===== config.mk =====
export PLATFORM = sky130hd
export DESIGN_NAME = uart_note_tx
export DESIGN_NICKNAME = d
export VERILOG_FILES = /design/src/rtl/uart_note_tx.sv
export SDC_FILE = /design/constraint.sdc
export NUM_CORES = 1
export LEC_CHECK = 0
export ABC_CLOCK_PERIOD_IN_PS = 3300
export BUFFER_PORTS_ARGS = -buffer_cell sky130_fd_sc_hd__buf_2
export CAP_MARGIN = 10
export CORE_MARGIN = 4
export CORE_UTILIZATION = 41
export DETAILED_ROUTE_END_ITERATION = 7
export HOLD_SLACK_MARGIN = 0.02
export PLACE_DENSITY = 0.64
export RECOVER_POWER = 50
export SKIP_CTS_REPAIR_TIMING = 1
export SLEW_MARGIN = 20
export SYNTH_ARGS = -nofsm -noshare
export SYNTH_HDL_FRONTEND = slang
export SYNTH_SLANG_ARGS = --single-unit

===== constraint.sdc =====
create_clock -name clk_in -period 3.3 [get_ports clk_in]
set_input_delay 0.33 -clock clk_in [delete_from_list [all_inputs] [get_ports clk_in]]
set_output_delay 0.33 -clock clk_in [all_outputs]
set_load 0.01 [all_outputs]

===== src/rtl/uart_note_tx.sv =====
// Note-index UART transmitter: FIFO-buffered 6-bit notes sent as 8N1 frames, LSB first.
// Define UART_NOTE_PARITY_EN to insert an even-parity bit (8E1).
module uart_note_tx #(
  parameter int CLKS_PER_BIT = 604,
  parameter int FIFO_DEPTH   = 8
) (
  input  logic                          clk_in,
  input  logic                          rst_in,
  input  logic [5:0]                    note_in,
  input  logic                          note_valid_in,
  input  logic                          clear_in,
  output logic                          tx_out,
  output logic                          busy_out,
  output logic [$clog2(FIFO_DEPTH):0]   fifo_count_out,
  output logic                          overflow_out
);

  localparam int AW = $clog2(FIFO_DEPTH);
  localparam int CW = AW + 1;
  localparam int BW = $clog2(CLKS_PER_BIT);

`ifdef UART_NOTE_PARITY_EN
  typedef enum logic [2:0] {IDLE, START, DATA, PARITY, STOP} state_t;
`else
  typedef enum logic [2:0] {IDLE, START, DATA, STOP} state_t;
`endif

  state_t         state;
  logic [5:0]     mem [FIFO_DEPTH];
  logic [AW-1:0]  wr_ptr, rd_ptr;
  logic [CW-1:0]  count;
  logic [BW-1:0]  baud_cnt;
  logic [2:0]     bit_cnt;
  logic [7:0]     shift;
`ifdef UART_NOTE_PARITY_EN
  logic           par;
`endif

  logic pop, full, push_ok, bit_end;
  logic [5:0] head;

  assign pop     = (state == IDLE) && (count != '0);
  assign full    = (count == CW'(FIFO_DEPTH));
  // a full FIFO still accepts a push when the head leaves in the same cycle
  assign push_ok = note_valid_in && (!full || pop);
  assign head    = mem[rd_ptr];
  assign bit_end = (baud_cnt == BW'(CLKS_PER_BIT - 1));
  assign fifo_count_out = count;

  always_ff @(posedge clk_in) begin
    if (push_ok) mem[wr_ptr] <= note_in;
  end

  always_ff @(posedge clk_in or posedge rst_in) begin
    if (rst_in) begin
      wr_ptr       <= '0;
      rd_ptr       <= '0;
      count        <= '0;
      overflow_out <= 1'b0;
    end else begin
      if (push_ok) wr_ptr <= wr_ptr + AW'(1);
      if (pop)     rd_ptr <= rd_ptr + AW'(1);
      case ({push_ok, pop})
        2'b10:   count <= count + CW'(1);
        2'b01:   count <= count - CW'(1);
        default: count <= count;
      endcase
      if (clear_in)                    overflow_out <= 1'b0;
      else if (note_valid_in && !push_ok) overflow_out <= 1'b1;
    end
  end

  always_ff @(posedge clk_in or posedge rst_in) begin
    if (rst_in) begin
      state    <= IDLE;
      baud_cnt <= '0;
      bit_cnt  <= '0;
      shift    <= '0;
      tx_out   <= 1'b1;
      busy_out <= 1'b0;
`ifdef UART_NOTE_PARITY_EN
      par      <= 1'b0;
`endif
    end else begin
      case (state)
        IDLE: begin
          tx_out   <= 1'b1;
          busy_out <= 1'b0;
          if (pop) begin
            shift    <= {2'b00, head};
            baud_cnt <= '0;
            bit_cnt  <= '0;
            tx_out   <= 1'b0;
            busy_out <= 1'b1;
            state    <= START;
`ifdef UART_NOTE_PARITY_EN
            par      <= ^head;
`endif
          end
        end
        START: begin
          baud_cnt <= bit_end ? '0 : baud_cnt + BW'(1);
          if (bit_end) begin
            tx_out <= shift[0];
            state  <= DATA;
          end
        end
        DATA: begin
          baud_cnt <= bit_end ? '0 : baud_cnt + BW'(1);
          if (bit_end) begin
            shift   <= {1'b0, shift[7:1]};
            bit_cnt <= bit_cnt + 3'd1;
            if (bit_cnt == 3'd7) begin
`ifdef UART_NOTE_PARITY_EN
              tx_out <= par;
              state  <= PARITY;
`else
              tx_out <= 1'b1;
              state  <= STOP;
`endif
            end else begin
              tx_out <= shift[1];
            end
          end
        end
`ifdef UART_NOTE_PARITY_EN
        PARITY: begin
          baud_cnt <= bit_end ? '0 : baud_cnt + BW'(1);
          if (bit_end) begin
            tx_out <= 1'b1;
            state  <= STOP;
          end
        end
`endif
        STOP: begin
          baud_cnt <= bit_end ? '0 : baud_cnt + BW'(1);
          if (bit_end) begin
            busy_out <= 1'b0;
            state    <= IDLE;
          end
        end
        default: begin
          tx_out   <= 1'b1;
          busy_out <= 1'b0;
          state    <= IDLE;
        end
      endcase
    end
  end

endmodule


# After elaboration in Yosys (flattened, before gate mapping)
# Memories as Yosys holds them, arrays and structs flattened.
# Index checks and enable logic that the tools add are counted.
# word_totals
register_bits	37
mem_bits_rw	48
in_bits	10
out_inout_bits	7
wordCells	79
memories	1
# mem_list
name	words	width	read_ports	rd_ports_with_merged_regs	write_ports	line_no	rtl
mem	8	6	1	0	1	29	logic [5:0] mem [FIFO_DEPTH];
# op_classes
add_sub_neg	6
n_eq_ne	13
muxes	28
n_bitwise	2
reduce_logical	19
# op_table
cell	n
$mux 3	7
$mux 10	2
$pmux 10 s2	1
$mux 8	2
$pmux 8 s2	1
$pmux 3 s4	1
$add 10x1->10 const B	1
$eq 10x10->1 const B	1
$mux 1	10
$ne 2x2->1 const B	5
$add 3x1->3 const B	3
$pmux 4 s2	1
$reduce_bool 2->1	4
$eq 3x2->1 const B	2
$pmux 3 s2	1
$reduce_and 3->1	2
$reduce_and 5->1	1
$add 4x1->4 const B	1
$eq 4x4->1 const B	1
$pmux 1 s4	1
$reduce_and 2->1	2
$reduce_bool 4->1	1
$sub 4x1->4 const B	1
$eq 3x1->1 const B	1
other kinds (11)	15

# Longest topological paths before layout
# Gate-level depths: netlist of run 1.
# depth
ltp_word	8
mapped_depth	13
depth_no_buf	12

# Least setup slack after synthesis of run 1
# OpenSTA, ideal clock, no wires.
# synth_timing
path_kind	register to register
from	register state[0]
to	register count[2], in the netlist fifo_count_out[2]
setup_ps	134
arrival_ps	2463
t_required_ps	3166
slack_ps	703
path_stages_with_launch	14
path_buffers	1
period_less_slack_ps	2597
path_cell_list	dfrtp_1 > inv_1 > ha_1 > buf_2 > nor3b_1 > a21boi_0 > inv_1 > ha_1 > xor2_1 > ha_1 > a21oi_1 > xor2_1 > nor2_1 > xor2_1
# synth_between
elab_chain_cells	6
word_cells_on_any_way	8
cone_classes	eq/ne: 2; mux: 1; reduce/logical: 5
# synth_lines
element	line_no	rtl
start: declaration	28	state_t state;
start signal: assignment	75	state <= IDLE;
start signal: assignment	95	state <= START;
start signal: assignment	105	state <= DATA;
$logic_not 3->1 (*)	42	assign pop = (state == IDLE) && (count != '0);
$logic_and 1x1->1 (*)	42	
$logic_or 1x1->1	45	assign push_ok = note_valid_in && (!full || pop);
$logic_and 1x1->1	45	
$eq 2x1->1 / $eq 2x2->1 (equally long branches)	63	case ({push_ok, pop})
$pmux 4 s2 / $reduce_bool 2->1 (equally long branches)	--	
end signal: assignment	64	2'b10: count <= count + CW'(1);
end signal: assignment	65	2'b01: count <= count - CW'(1);
end signal: assignment	66	default: count <= count;
end: declaration	31	logic [CW-1:0] count;
# Mark *: on every way between the ends. The rest lies on a longest branch, timed or not.
# A chain may end at the register's enable or synchronous reset.

# Worst setup path in the final report of run 1
# layout_timing
from	register state[1]
to	register count[2], in the netlist fifo_count_out[2]
# Same word-level chain as after synthesis.

==> out/results.tsv, run 1 <==
stage	metric	value	unit
drt	drc	0	
synth	yosys.area.top_type	edfxtp_1	
worst_hold_path	worstHoldStart	clear_in	
sta	relSlewSlack	-22.2	%
die	ios	17	
setup_path	crit_family	adder cells	
drt	dr.pass1.iters	4	
layout	antenna_cells	0	
layout	final_nets	328	
sta	tns	0	ps
synth	ys_seq_area_share	59.7	%
synth	synth_cell_types	53	
clocking	cts_max_path_buffers	2	
sta	worstMarginPinSlew	1830	ps
outcome	status	complete, but fails checks	
pwr	finalPower	3770	uW
synth	yosysWarningCount	0	
grt	antenna_found_initial	0	
setup_path	endpoint_kind	flop	
drt	drt_iter0_drc	65	
die	core	9200	sq um
synth	synth.top_cell.area_share	37.5	%
synth	synth_area_per_cell	13.8	sq um
pwr	peakVddDrop	0.354	mV
setup_path	path_class	reg -> reg	
drt	vias	2288	
setup_path	reg2reg_depth	13	
setup_path	slowest_delay	420	ps
drt	viasPerCell	5.45	
setup_path	slowest_stage	dfrtp_1	
sta	drv_slew	35	
setup_path	cp_cell_sequence	inv_1 > ha_1 > nor3b_1 > a21boi_0 > buf_4 > inv_1 > ha_1 > xor2_1 > ha_1 > a21oi_1 > xor2_1 > nor2_1 > xor2_1	
sta	setup-violations-final	0	
pwr	leakage	0.00164	uW
setup_path	reg2reg_slack	590	ps
setup_path	r2r-start	state[1]	
synth	yosys_register_bits	82	
synth	synth_edf_count	48	
setup_path	crit_arrival	2940	ps
grt	track_usage	14.1	%
grt	grt_pass1_wl	11.9	mm
setup_path	critPathBufInv	3	
sta	hold_violations	0	
worst_hold_path	min_path_type	in -> reg	
sta	skew	7.68	ps
synth	synthTopCellsByArea	edfxtp_1 38%, dfrtp_1 22%, mux4_1 4.8%, ha_1 4.6%, mux4_2 2.9%	
clocking	cts_buffers	9	
job	drv_cap	1	
layout	layout-drive-gt1-share	15.2	%
clocking	htreeDepth	3	
place	gp_congestion	0.753	
outcome	violations	max-capacitance violations, max-slew violations	
die	die-area	11000	sq um
synth	syn_inst	279	
pwr	pwr_density_cell	880	nW/um^2
worst_hold_path	min_path_cells	2	
clocking	clkLatencyLatePin	350	ps
drt	routedWlPerCell	16.6	um
worst_hold_path	hold_end	overflow_out	
drt	wl	6.98	mm
setup_path	crit_start	state[1]	
setup_path	cp-start-kind	flop	
sta	fmax	369	MHz
setup_path	critPathRequiredTime	3530	ps
layout	ff_latch_area	2290	sq um
place	port_buffers	16	
synth	syn_nets	303	
sta	finalCritPeriodShare	82.0	%
sta	rsz0062_at_grt	false	
sta	min_period	2710	ps
setup_path	cp_max_fo	11	
layout	nFillCells	832	
layout	multi_input_comb_area	1450	sq um
grt	grt_max_degree	35	
die	die_y	105	um
place	hpwl	4.74	mm
synth	async_reset_ff_share	41.5	%
clocking	cts_tree	built	
layout	area_delta_synth_final	11.7	%
synth	netlist_area	3840	sq um
clocking	clockRootBuffer	clkbuf_8	
die	initial_core_util	41.7	%
grt	overflow	0	
clocking	clock_sinks	82	
die	rows	35	
drt	ant_nets	0	
clocking	clk_pin_slew	80	ps
die	die_w	105	um
grt	grt_pass1_vias	2277	
synth	ys.flop_type	edfxtp_1	
setup_path	r2r-end	fifo_count_out[2]	
==> cells in the final DEF (no fill, tap or decap), types with 3 or more instances in the layout <==
cell	instances
dfrtp_1	33
nand4_1	4
mux2i_1	3
o22ai_1	3
mux2_2	6
nor3b_1	3
a31oi_1	6
nor2b_1	3
mux4_2	5
nor3_1	4
xnor2_1	6
o211ai_1	3
nand2_1	20
nand3_1	5
or4_1	3
o31ai_1	3
nor2_1	18
inv_1	11
mux4_1	7
clkbuf_8	9
buf_4	6
clkbuf_1	10
o21ai_0	10
nand2b_1	8
ha_1	14
bufinv_16	3
a21oi_1	10
buf_2	7
xor2_1	4
edfxtp_1	48
==> cell type report <==
type | count | area share, %
timing repair buffer | 23 | 2.74
inverter | 11 | 0.963
multi-input combinational | 177 | 33.7
clock inverter | 7 | 2.92
sequential | 82 | 53.5
tap | 111 | 3.24
clock buffer | 9 | 2.89
==> how the worst max path moves through the flow <==
stage,to,slack [ps],cells after the start
after CTS,fifo_count_out[2],580,13
after detailed placement,fifo_count_out[2],600,13
after global routing,fifo_count_out[2],380,13
after global placement,fifo_count_out[2],690,13
final,fifo_count_out[2],590,13
after floorplan,fifo_count_out[2],700,13
==> routing by layer <==
metal | part of all wire [%] | wire length, um | vias up | global-route usage, %
li1 | - | - | 1120 | -
met1 | 47 | 3320 | 1130 | 18.6
met2 | 48 | 3350 | 30 | 22.3
met3 | 2.9 | 204 | 8 | 3.58
met4 | 1.6 | 113 | 0 | 5.34
met5 | 0 | 0 | - | 0
==> synthesized netlist by cell type (all sizes together) (2+ instances only) <==
| cell | count |
|---|---|
| o221ai | 2 |
| o31ai | 3 |
| nor2b | 3 |
| o211ai | 3 |
| ha | 14 |
| xor2 | 4 |
| nor3b | 3 |
| o22ai | 3 |
| buf | 7 |
| nand3b | 2 |
| nand2b | 8 |
| nand2 | 20 |
| nand3 | 5 |
| nor3 | 4 |
| inv | 11 |
| and3b | 2 |
| a21o | 2 |
| clkbuf | 2 |
| o21ai | 11 |
| nand4 | 4 |
| mux2i | 3 |
| dfrtp | 33 |
| mux2 | 6 |
| nor2 | 18 |
| and2 | 2 |
| a21oi | 10 |
| and4 | 2 |
| a31oi | 7 |
| xnor2 | 6 |
| or4 | 3 |
| mux4 | 12 |
| edfxtp | 48 |
==> registers in the layout (all words and copies together) (netlist names) <==
signal,cells
bit_cnt,3
tx_out,1
wr_ptr,3
rd_ptr,3
overflow_out,1
state,2
baud_cnt,10
busy_out,1
mem,48
fifo_count_out,4
shift,6
==> where the power goes <==
| part | switching [uW] | internal [uW] | total [uW] |
|---|---|---|---|
| registers | 247 | 1340 | 1580 |
| logic | 672 | 633 | 1300 |
| clock network | 373 | 510 | 883 |
| total | 1290 | 2480 | 3770 |
==> worst register-to-register path, cell delays in order (launching register included) <==
cell and delay [ps]:
dfrtp_1 420, inv_1 110, ha_1 310, nor3b_1 320
a21boi_0 140, buf_4 160, inv_1 110, ha_1 260
xor2_1 90, ha_1 190, a21oi_1 140, xor2_1 150
nor2_1 60, xor2_1 140
==> cells by family after synthesis <==
group                    share of synthesized area (%)
flip-flops                                        59.7
AND/OR/NAND/NOR                                   11.7
AO/OA/AOI/OAI                                     8.90
multiplexers                                      10.3
buffers and inverters                             2.58
adder cells (fa/ha/maj)                           4.56
XOR/XNOR                                          2.28
==> stage by stage <==
| step | area [sq um] | hold WS, ps | std cells | setup slack, ps | util, % |
|---|---|---|---|---|---|
| after floorplan | 3840 | 396 | 279 | 703 | - |
| after global placement | 4050 | 448 | 404 | 685 | 44.1 |
| after detailed placement | 4050 | 455 | 404 | 599 | 44.1 |
| after CTS | 4300 | 59.4 | 420 | 575 | 46.8 |
| after global routing | 4290 | 100 | 420 | 385 | 46.6 |
| final | 4290 | 122 | 420 | 593 | 46.6 |
Note: power is estimated with default switching activity, not from simulation.
==> inputs of run 2 (changes only) <==
ABC_CLOCK_PERIOD_IN_PS = 2580   (was 3300)
clock period = 2.58 ns   (was 3.3 ns; I/O delays follow)
==> out/results.tsv, run 2 (same netlist as run 1, synthesis figures left out) <==
stage	metric	value	unit
outcome	status	complete, no violations	
drt	drt_iter0_drc	132	
layout	most-common-layout-cells	48 x edfxtp_1, 33 x dfrtp_1, 20 x nand2_1, 18 x nor2_1, 13 x ha_1	
grt	grt_max_degree	35	
layout	layout-drive-gt1-share	17.8	%
die	die_y	105	um
sta	drv_slew	0	
sta	rsz0062_at_grt	false	
sta	setup-violations-final	0	
sta	tns	0	ps
die	die_w	105	um
sta	hold_violations	0	
clocking	clk_pin_slew	90	ps
sta	fmax	424	MHz
clocking	cts_max_path_buffers	2	
drt	routedWlPerCell	16.7	um
pwr	peakVddDrop	0.429	mV
setup_path	critPathRequiredTime	2810	ps
clocking	clock_sinks	82	
sta	min_period	2360	ps
layout	layout_commonest_cell	edfxtp_1	
place	gp_congestion	0.761	
setup_path	cp-start-kind	flop	
drt	wl	7.09	mm
grt	grt_pass1_wl	12.0	mm
layout	area_delta_synth_final	11.5	%
clocking	clkLatencyLatePin	350	ps
layout	post-route-util	46.5	%
drt	viasPerCell	5.43	
clocking	cts_buffers	9	
job	drv_cap	0	
clocking	clockRootBuffer	clkbuf_8	
sta	worstMarginPinSlew	962	ps
sta	skew	10.5	ps
drt	vias	2315	
die	core	9200	sq um
die	initial_core_util	41.7	%
layout	largest_reg_flops	48	
die	die-area	11000	sq um
grt	overflow	0	
clocking	htreeDepth	3	
setup_path	endpoint_kind	flop	
grt	antenna_found_initial	0	
drt	ant_nets	0	
worst_hold_path	min_path_type	in -> reg	
layout	nFillCells	818	
sta	relSlewSlack	35.3	%
layout	antenna_cells	0	
die	ios	17	
grt	track_usage	13.9	%
layout	largest_register	mem	
sta	finalCritPeriodShare	91.3	%
sta	fin_hold_ws	45.0	ps
pwr	pwr_density_cell	1090	nW/um^2
grt	grt_pass1_vias	2317	
die	rows	35	
setup_path	cp_max_fo	5	
setup_path	crit_arrival	2590	ps
clocking	cts_tree	built	
place	hpwl	4.91	mm
layout	final_nets	334	
layout	reg.largest.list	mem (48), baud_cnt (10), shift (6)	
drt	dr.pass1.iters	4	
place	port_buffers	16	
drt	drc	0	
pwr	leakage	0.00164	uW
setup_path	path_class	reg -> reg	
-- run 2: layer usage --
layer | global-route usage, % | share of wire, % | vias to the layer above
li1 | - | - | 1130
met5 | 0 | 0 | -
met4 | 5.06 | 1.1 | 0
met1 | 19.2 | 48 | 1139
met2 | 21.4 | 48 | 41
met3 | 3.34 | 2.9 | 5
-- run 2: final timing paths --
path	start	to	slack [ps]	cells after the start
worst max-delay path	state[0]	fifo_count_out[2]	220	12
worst min-delay path	clear_in	overflow_out	50	2
worst max register to register	state[0]	fifo_count_out[2]	220	12
worst min register to register	shift[5]	shift[5]	480	1
max in group asynchronous	rst_in	busy_out	1360	4
min in group asynchronous	rst_in	overflow_out	690	4
-- run 2: layout make-up --
type	instances	area, sq um	share of cell area, %
Sequential cell	82	2290	53.6
Timing Repair Buffer	29	166	3.89
Inverter	11	41.3	0.965
Multi-Input combinational cell	177	1460	34.1
Clock buffer	9	124	2.89
Clock inverter	7	57.6	1.35
Tap cell	111	139	3.25
-- run 2: power by group --
group	internal (uW)	switching (uW)	total (uW)
Combinational	872	917	1790
Sequential	1710	279	1990
Clock	363	505	868
-- run 2: metrics by stage --
stage	instance area (sq um)	setup slack, ps	total power [uW]	std cells
after detailed placement	4090	78.8	3820	409
after CTS	4270	69.3	4690	425
after global routing	4280	14.9	5000	426
final	4280	224	4650	426
after floorplan	3840	104	3320	279
after global placement	4090	170	3780	409
-- run 2: critical path, stage by stage, from the launching register on --
cell and delay [ps]:
dfrtp_1 420, inv_1 110, ha_1 240, nor3b_2 250, a21boi_2 100, inv_1 130
ha_2 240, xor2_1 80, ha_1 170, a21oi_1 140, xor2_1 150, nor2_1 60
xor2_1 140
